==> src/rtl/ser_bus_pkg.sv <==
// Shared definitions for the scl/sda frame link. The downstream receiver
// imports this package as well, so the bus levels and phase numbers stay in step.
package ser_bus_pkg;

    typedef enum logic {
        IDLE = 1'b0,
        XFER = 1'b1
    } state_t;

    localparam int   PH_START = 0;
    localparam logic SCL_IDLE = 1'b1;
    localparam logic SDA_IDLE = 1'b1;

    // Last phase of a frame: start, two phases per data bit, then three for the stop.
    function automatic int PH_STOP(input int data_w);
        return 2 * data_w + 3;
    endfunction

endpackage

==> src/rtl/ser_frame_tx_scl_tick_gen.sv <==
// Half-period tick generator for the serial clock. Emits one tick every HALF
// cycles while run is high, and sits at zero while run is low.
module scl_tick_gen #(
    parameter int HALF = 2
) (
    input  logic clk,
    input  logic rst,
    input  logic run,
    output logic tick
);

    localparam int CW = (HALF > 1) ? $clog2(HALF) : 1;

    logic [CW-1:0] r_cnt;

    always_ff @(posedge clk) begin
        if (rst || !run) begin
            r_cnt <= '0;
        end else if (tick) begin
            r_cnt <= '0;
        end else begin
            r_cnt <= r_cnt + CW'(1);
        end
    end

    assign tick = run && (r_cnt == CW'(HALF - 1));

endmodule

==> src/rtl/ser_frame_tx.sv <==
// Parallel-to-serial frame transmitter: accepts a word on a valid/ready
// handshake and sends it on scl/sda as start, MSB-first data, stop.
module ser_frame_tx
    import ser_bus_pkg::*;
#(
    parameter int DATA_W = 4,
    parameter int HALF   = 2
) (
    input  logic              clk,
    input  logic              rst,
    input  logic [DATA_W-1:0] data,
    input  logic              data_valid,
    output logic              data_ready,
    output logic              scl,
    output logic              sda,
    output logic              busy,
    output logic              done
);

    localparam int PH_LAST = PH_STOP(DATA_W);
    localparam int PW      = $clog2(2 * DATA_W + 4);

    state_t            r_state;
    logic [PW-1:0]     r_phase;
    logic [DATA_W-1:0] r_shift;
    logic              r_scl;
    logic              r_sda;
    logic              r_ready;
    logic              r_busy;
    logic              r_done;

    logic [PW-1:0]     w_next_phase;
    logic              w_accept;
    logic              w_run;
    logic              w_tick;

    assign w_accept     = data_valid && r_ready;
    assign w_run        = (r_state == XFER);
    assign w_next_phase = r_phase + PW'(1);

    scl_tick_gen #(
        .HALF(HALF)
    ) u_tick (
        .clk (clk),
        .rst (rst),
        .run (w_run),
        .tick(w_tick)
    );

    // Odd phases drop scl and present the next bit; even phases raise scl so the
    // receiver samples. The final odd phase is the stop, where sda rises under a high scl.
    always_ff @(posedge clk) begin
        if (rst) begin
            r_state <= IDLE;
            r_phase <= '0;
            r_shift <= '0;
            r_scl   <= SCL_IDLE;
            r_sda   <= SDA_IDLE;
            r_ready <= 1'b1;
            r_busy  <= 1'b0;
            r_done  <= 1'b0;
        end else begin
            r_done <= 1'b0;
            case (r_state)
                IDLE: begin
                    if (w_accept) begin
                        r_state <= XFER;
                        r_shift <= data;
                        r_phase <= PW'(PH_START);
                        r_scl   <= 1'b1;
                        r_sda   <= 1'b0;
                        r_ready <= 1'b0;
                        r_busy  <= 1'b1;
                    end
                end
                XFER: begin
                    if (w_tick) begin
                        if (r_phase == PW'(PH_LAST)) begin
                            r_state <= IDLE;
                            r_phase <= '0;
                            r_scl   <= SCL_IDLE;
                            r_sda   <= SDA_IDLE;
                            r_ready <= 1'b1;
                            r_busy  <= 1'b0;
                            r_done  <= 1'b1;
                        end else begin
                            r_phase <= w_next_phase;
                            if (w_next_phase == PW'(PH_LAST)) begin
                                r_scl <= 1'b1;
                                r_sda <= 1'b1;
                            end else if (w_next_phase[0]) begin
                                r_scl <= 1'b0;
                                if (w_next_phase < PW'(2 * DATA_W + 1)) begin
                                    r_sda   <= r_shift[DATA_W-1];
                                    r_shift <= r_shift << 1;
                                end else begin
                                    r_sda <= 1'b0;
                                end
                            end else begin
                                r_scl <= 1'b1;
                            end
                        end
                    end
                end
                default: r_state <= IDLE;
            endcase
        end
    end

    assign data_ready = r_ready;
    assign scl        = r_scl;
    assign sda        = r_sda;
    assign busy       = r_busy;
    assign done       = r_done;

endmodule

==> config.mk <==
export PLATFORM = sky130hd
export DESIGN_NAME = ser_frame_tx
export DESIGN_NICKNAME = d
export VERILOG_FILES = /design/src/rtl/ser_bus_pkg.sv /design/src/rtl/ser_frame_tx_scl_tick_gen.sv /design/src/rtl/ser_frame_tx.sv
export SDC_FILE = /design/constraint.sdc
export NUM_CORES = 1
export LEC_CHECK = 0
export CAP_MARGIN = 20
export CORE_ASPECT_RATIO = 0.8
export CORE_MARGIN = 2
export CORE_UTILIZATION = 45
export DETAILED_ROUTE_END_ITERATION = 7
export PLACE_DENSITY_LB_ADDON = 0.2
export SLEW_MARGIN = 20
export SYNTH_ARGS = -nofsm -noshare
export SYNTH_HDL_FRONTEND = slang
export SYNTH_HIERARCHICAL = 1
export SYNTH_SLANG_ARGS = --single-unit
==> constraint.sdc <==
create_clock -name clk -period 2.3 [get_ports clk]
set_clock_uncertainty 0.1 [all_clocks]
set_input_delay 0.23 -clock clk [delete_from_list [all_inputs] [get_ports clk]]
set_output_delay 0.23 -clock clk [all_outputs]
set_load 0.01 [all_outputs]
==> flow_metrics.env <==
export IMPL_syn_to_final_growth_pct=18.9
export IMPL_period_needed_ns=1.76
export IMPL_fin_nets=105
export IMPL_slew_viol_final=0
export IMPL_p_leak_nw=0.348
export IMPL_coreArea_mm2=0.00161
export IMPL_finalInstanceArea_um2=907
export IMPL_worstMarginPinSlew_ns=0.584
export IMPL_cts_repair_resized=0
export IMPL_num_rows=13
export IMPL_clk_path_buf_depth=2
export IMPL_netlist_area_um2=763
export IMPL_numPortBuffers=11
export IMPL_instances_no_fill=117
export IMPL_ant_nets=0
export IMPL_setup_violations_final=0
export IMPL_antenna_found_initial=0
export IMPL_grt_pass1_vias=465
export IMPL_worstReg2RegStart="r_phase[0]$_SDFFE_PP0P_"
export IMPL_routabilityCongestion=0.808
export IMPL_ir_worst_vdd_v=0.000424
export IMPL_worst_ep_arrival_time_ns=1.81
export IMPL_start_util=0.474
export IMPL_synth_distinct_cells=33
export IMPL_status="complete, no violations"
export IMPL_syn_avg_cell_area_um2=9.09
export IMPL_r2r_cells=6
export IMPL_power_density_mw_per_mm2=562
export IMPL_dp_cells=113
export IMPL_fin_util=0.563
export IMPL_worstHoldPathType="reg -> reg"
export IMPL_die_w_um=50.0
export IMPL_syn_nets=93
export IMPL_dp_hpwl_um=1060
export IMPL_ys_ff_latch=15
export IMPL_cts_buffers=3
export IMPL_h_tree_depth=1
export IMPL_fp_dieH_um=40.8
export IMPL_grt_max_degree=16
export IMPL_vias_per_cell=5.19
export IMPL_yosys_warnings=6
export IMPL_end_kind="flip-flop"
export IMPL_reg2reg_to="r_shift[2]$_SDFFE_PP0P_"
export IMPL_drc=0
export IMPL_cts_setup_buffers=0
export IMPL_drive_gt1_frac=0.189
export IMPL_min_period_over_period=0.763
export IMPL_power_total_uw=510
export IMPL_grt_ovfl_total=0
export IMPL_startpoint_type="flip-flop"
export IMPL_drtIter0Drc=12
export IMPL_cts_clk_slew_worst_paths_ns=0.09
export IMPL_hold_buffers=0
export IMPL_hp_start="u_tick/r_cnt$_SDFF_PP0_"
export IMPL_grt_pass1_wl_um=2260
export IMPL_dr_total_vias=607
export IMPL_cts_tree="yes"
export IMPL_routedWlPerCell_um=13.1
export IMPL_grt_util_all_layers=0.157
export IMPL_hold_viol=0
export IMPL_fmax_mhz=570
export IMPL_drt_pass1_iter_count=4
export IMPL_ios=12
export IMPL_criticalPathCategory="reg -> reg"
export IMPL_insertion_delay_ns=0.28
export IMPL_dieArea_mm2=0.00204
export IMPL_fin_setup_tns_ns=0
export IMPL_wl_um=1530
export IMPL_synth_cells=84
export IMPL_crit_fanout=9
export IMPL_ys_seq_area_frac=0.393
export IMPL_min_path_cells=1
export IMPL_placed_area_um2=880
export IMPL_cts_root_buf="clkbuf_4"
export IMPL_rsz0062_at_grt="false"
export IMPL_max_slew_margin=0.609
export IMPL_clkSinkCount=15
export IMPL_num_antenna_cells=0
export IMPL_cap_violations=0
export IMPL_hold_end="u_tick/r_cnt$_SDFF_PP0_"
export IMPL_required_ns=2.35
export IMPL_regToRegSetupSlack_ns=0.54
## cell families after synthesis
logic type,Yosys count,share of synthesized area
simple gates,34,0.256
fa+ha+maj,2,0.0328
compound gates,20,0.182
mux,7,0.0984
flops,15,0.393
buf+inv,6,0.0377
## worst max-delay path, stage by stage (launching register included)
cell and delay, ns:
dfxtp_1 0.52, ha_1 0.33, nand2_2 0.12, o31ai_2 0.21, nand2_2 0.13, mux2i_1 0.17, nor2_1 0.06
## report_power, final
group / internal, mW / leakage (nW) / total, mW / switching [mW]
Sequential: 0.273 / 0.123 / 0.287 / 0.0141
Clock: 0.0646 / 0.0177 / 0.149 / 0.0849
Combinational: 0.0428 / 0.207 / 0.0739 / 0.0311
Total: 0.380 / 0.348 / 0.510 / 0.130
## Yosys cell counts, drive strengths merged
| library cell | number | share of area |
|---|---|---|
| dfxtp | 15 | 0.39 |
| nor2 | 10 | 0.049 |
| nand2 | 8 | 0.052 |
| a21oi | 5 | 0.033 |
| mux2 | 4 | 0.059 |
| nor3 | 4 | 0.033 |
| a31oi | 3 | 0.025 |
| buf | 3 | 0.023 |
| mux2i | 3 | 0.039 |
| nand2b | 3 | 0.025 |
| nand3 | 3 | 0.020 |
| o21ai | 3 | 0.020 |
| and2 | 2 | 0.018 |
| ha | 2 | 0.033 |
| inv | 2 | 0.0098 |
| a211o | 1 | 0.011 |
| a21boi | 1 | 0.015 |
| a22oi | 1 | 0.0098 |
| a2bb2oi | 1 | 0.011 |
| and3 | 1 | 0.0082 |
| clkbuf | 1 | 0.0049 |
| nand3b | 1 | 0.026 |
| nor2b | 1 | 0.0082 |
| nor3b | 1 | 0.016 |
| o211ai | 1 | 0.0098 |
| o21a | 1 | 0.0098 |
| o21bai | 1 | 0.0098 |
| o31ai | 1 | 0.016 |
| o32ai | 1 | 0.011 |
## per-layer routing
metal	vias to the layer above	GRT usage	wire (um)
li1	318	-	-
met1	280	0.215	793
met2	7	0.237	679
met3	2	0.0547	46
met4	0	0.0417	10
met5	-	0	0
## how the worst max path moves through the flow
| stage | startpoint | end | slack (ns) |
|---|---|---|---|
| floorplan | r_phase[0]$_SDFFE_PP0P_ | r_shift[1]$_SDFFE_PP0P_ | 0.77 |
| global placement | r_phase[0]$_SDFFE_PP0P_ | r_shift[1]$_SDFFE_PP0P_ | 0.60 |
| detailed placement | r_phase[0]$_SDFFE_PP0P_ | r_shift[2]$_SDFFE_PP0P_ | 0.55 |
| CTS | r_phase[0]$_SDFFE_PP0P_ | r_shift[2]$_SDFFE_PP0P_ | 0.54 |
| global route | r_phase[0]$_SDFFE_PP0P_ | r_shift[1]$_SDFFE_PP0P_ | 0.42 |
| finish | r_phase[0]$_SDFFE_PP0P_ | r_shift[2]$_SDFFE_PP0P_ | 0.54 |
## state kept, by name (all words and copies together) (netlist names)
name	flops
r_state	1
data_ready	1
r_shift	4
done	1
busy	1
sda	1
u_tick/r_cnt	1
r_phase	4
scl	1
## layout make-up
| cell class | count | area [um2] |
|---|---|---|
| clock buffers | 3 | 22.5 |
| flip-flops and latches | 15 | 300 |
| clock inverters | 1 | 5.00 |
| repair buffers | 11 | 110 |
| multi-input cells | 63 | 434 |
| fillers | 148 | 703 |
| inverters | 2 | 7.51 |
| well taps | 22 | 27.5 |
## cell usage in the layout (no fill, tap or decap), drive strengths merged, types with 4 or more instances in the layout
master         netlist  routed
nor2                10      10
a21oi                5       5
mux2                 4       4
clkdlybuf4s50        0      11
nor3                 4       4
dfxtp               15      15
nand2                8       8
## per-stage QoR
step	setup slack (ns)	hold slack, ns
final	0.545	0.357
after global routing	0.423	0.398
after CTS	0.537	0.361
after detailed placement	0.553	0.347
after global placement	0.601	0.316
after floorplan	0.767	0.201
Power figures use the tool's default switching activity.
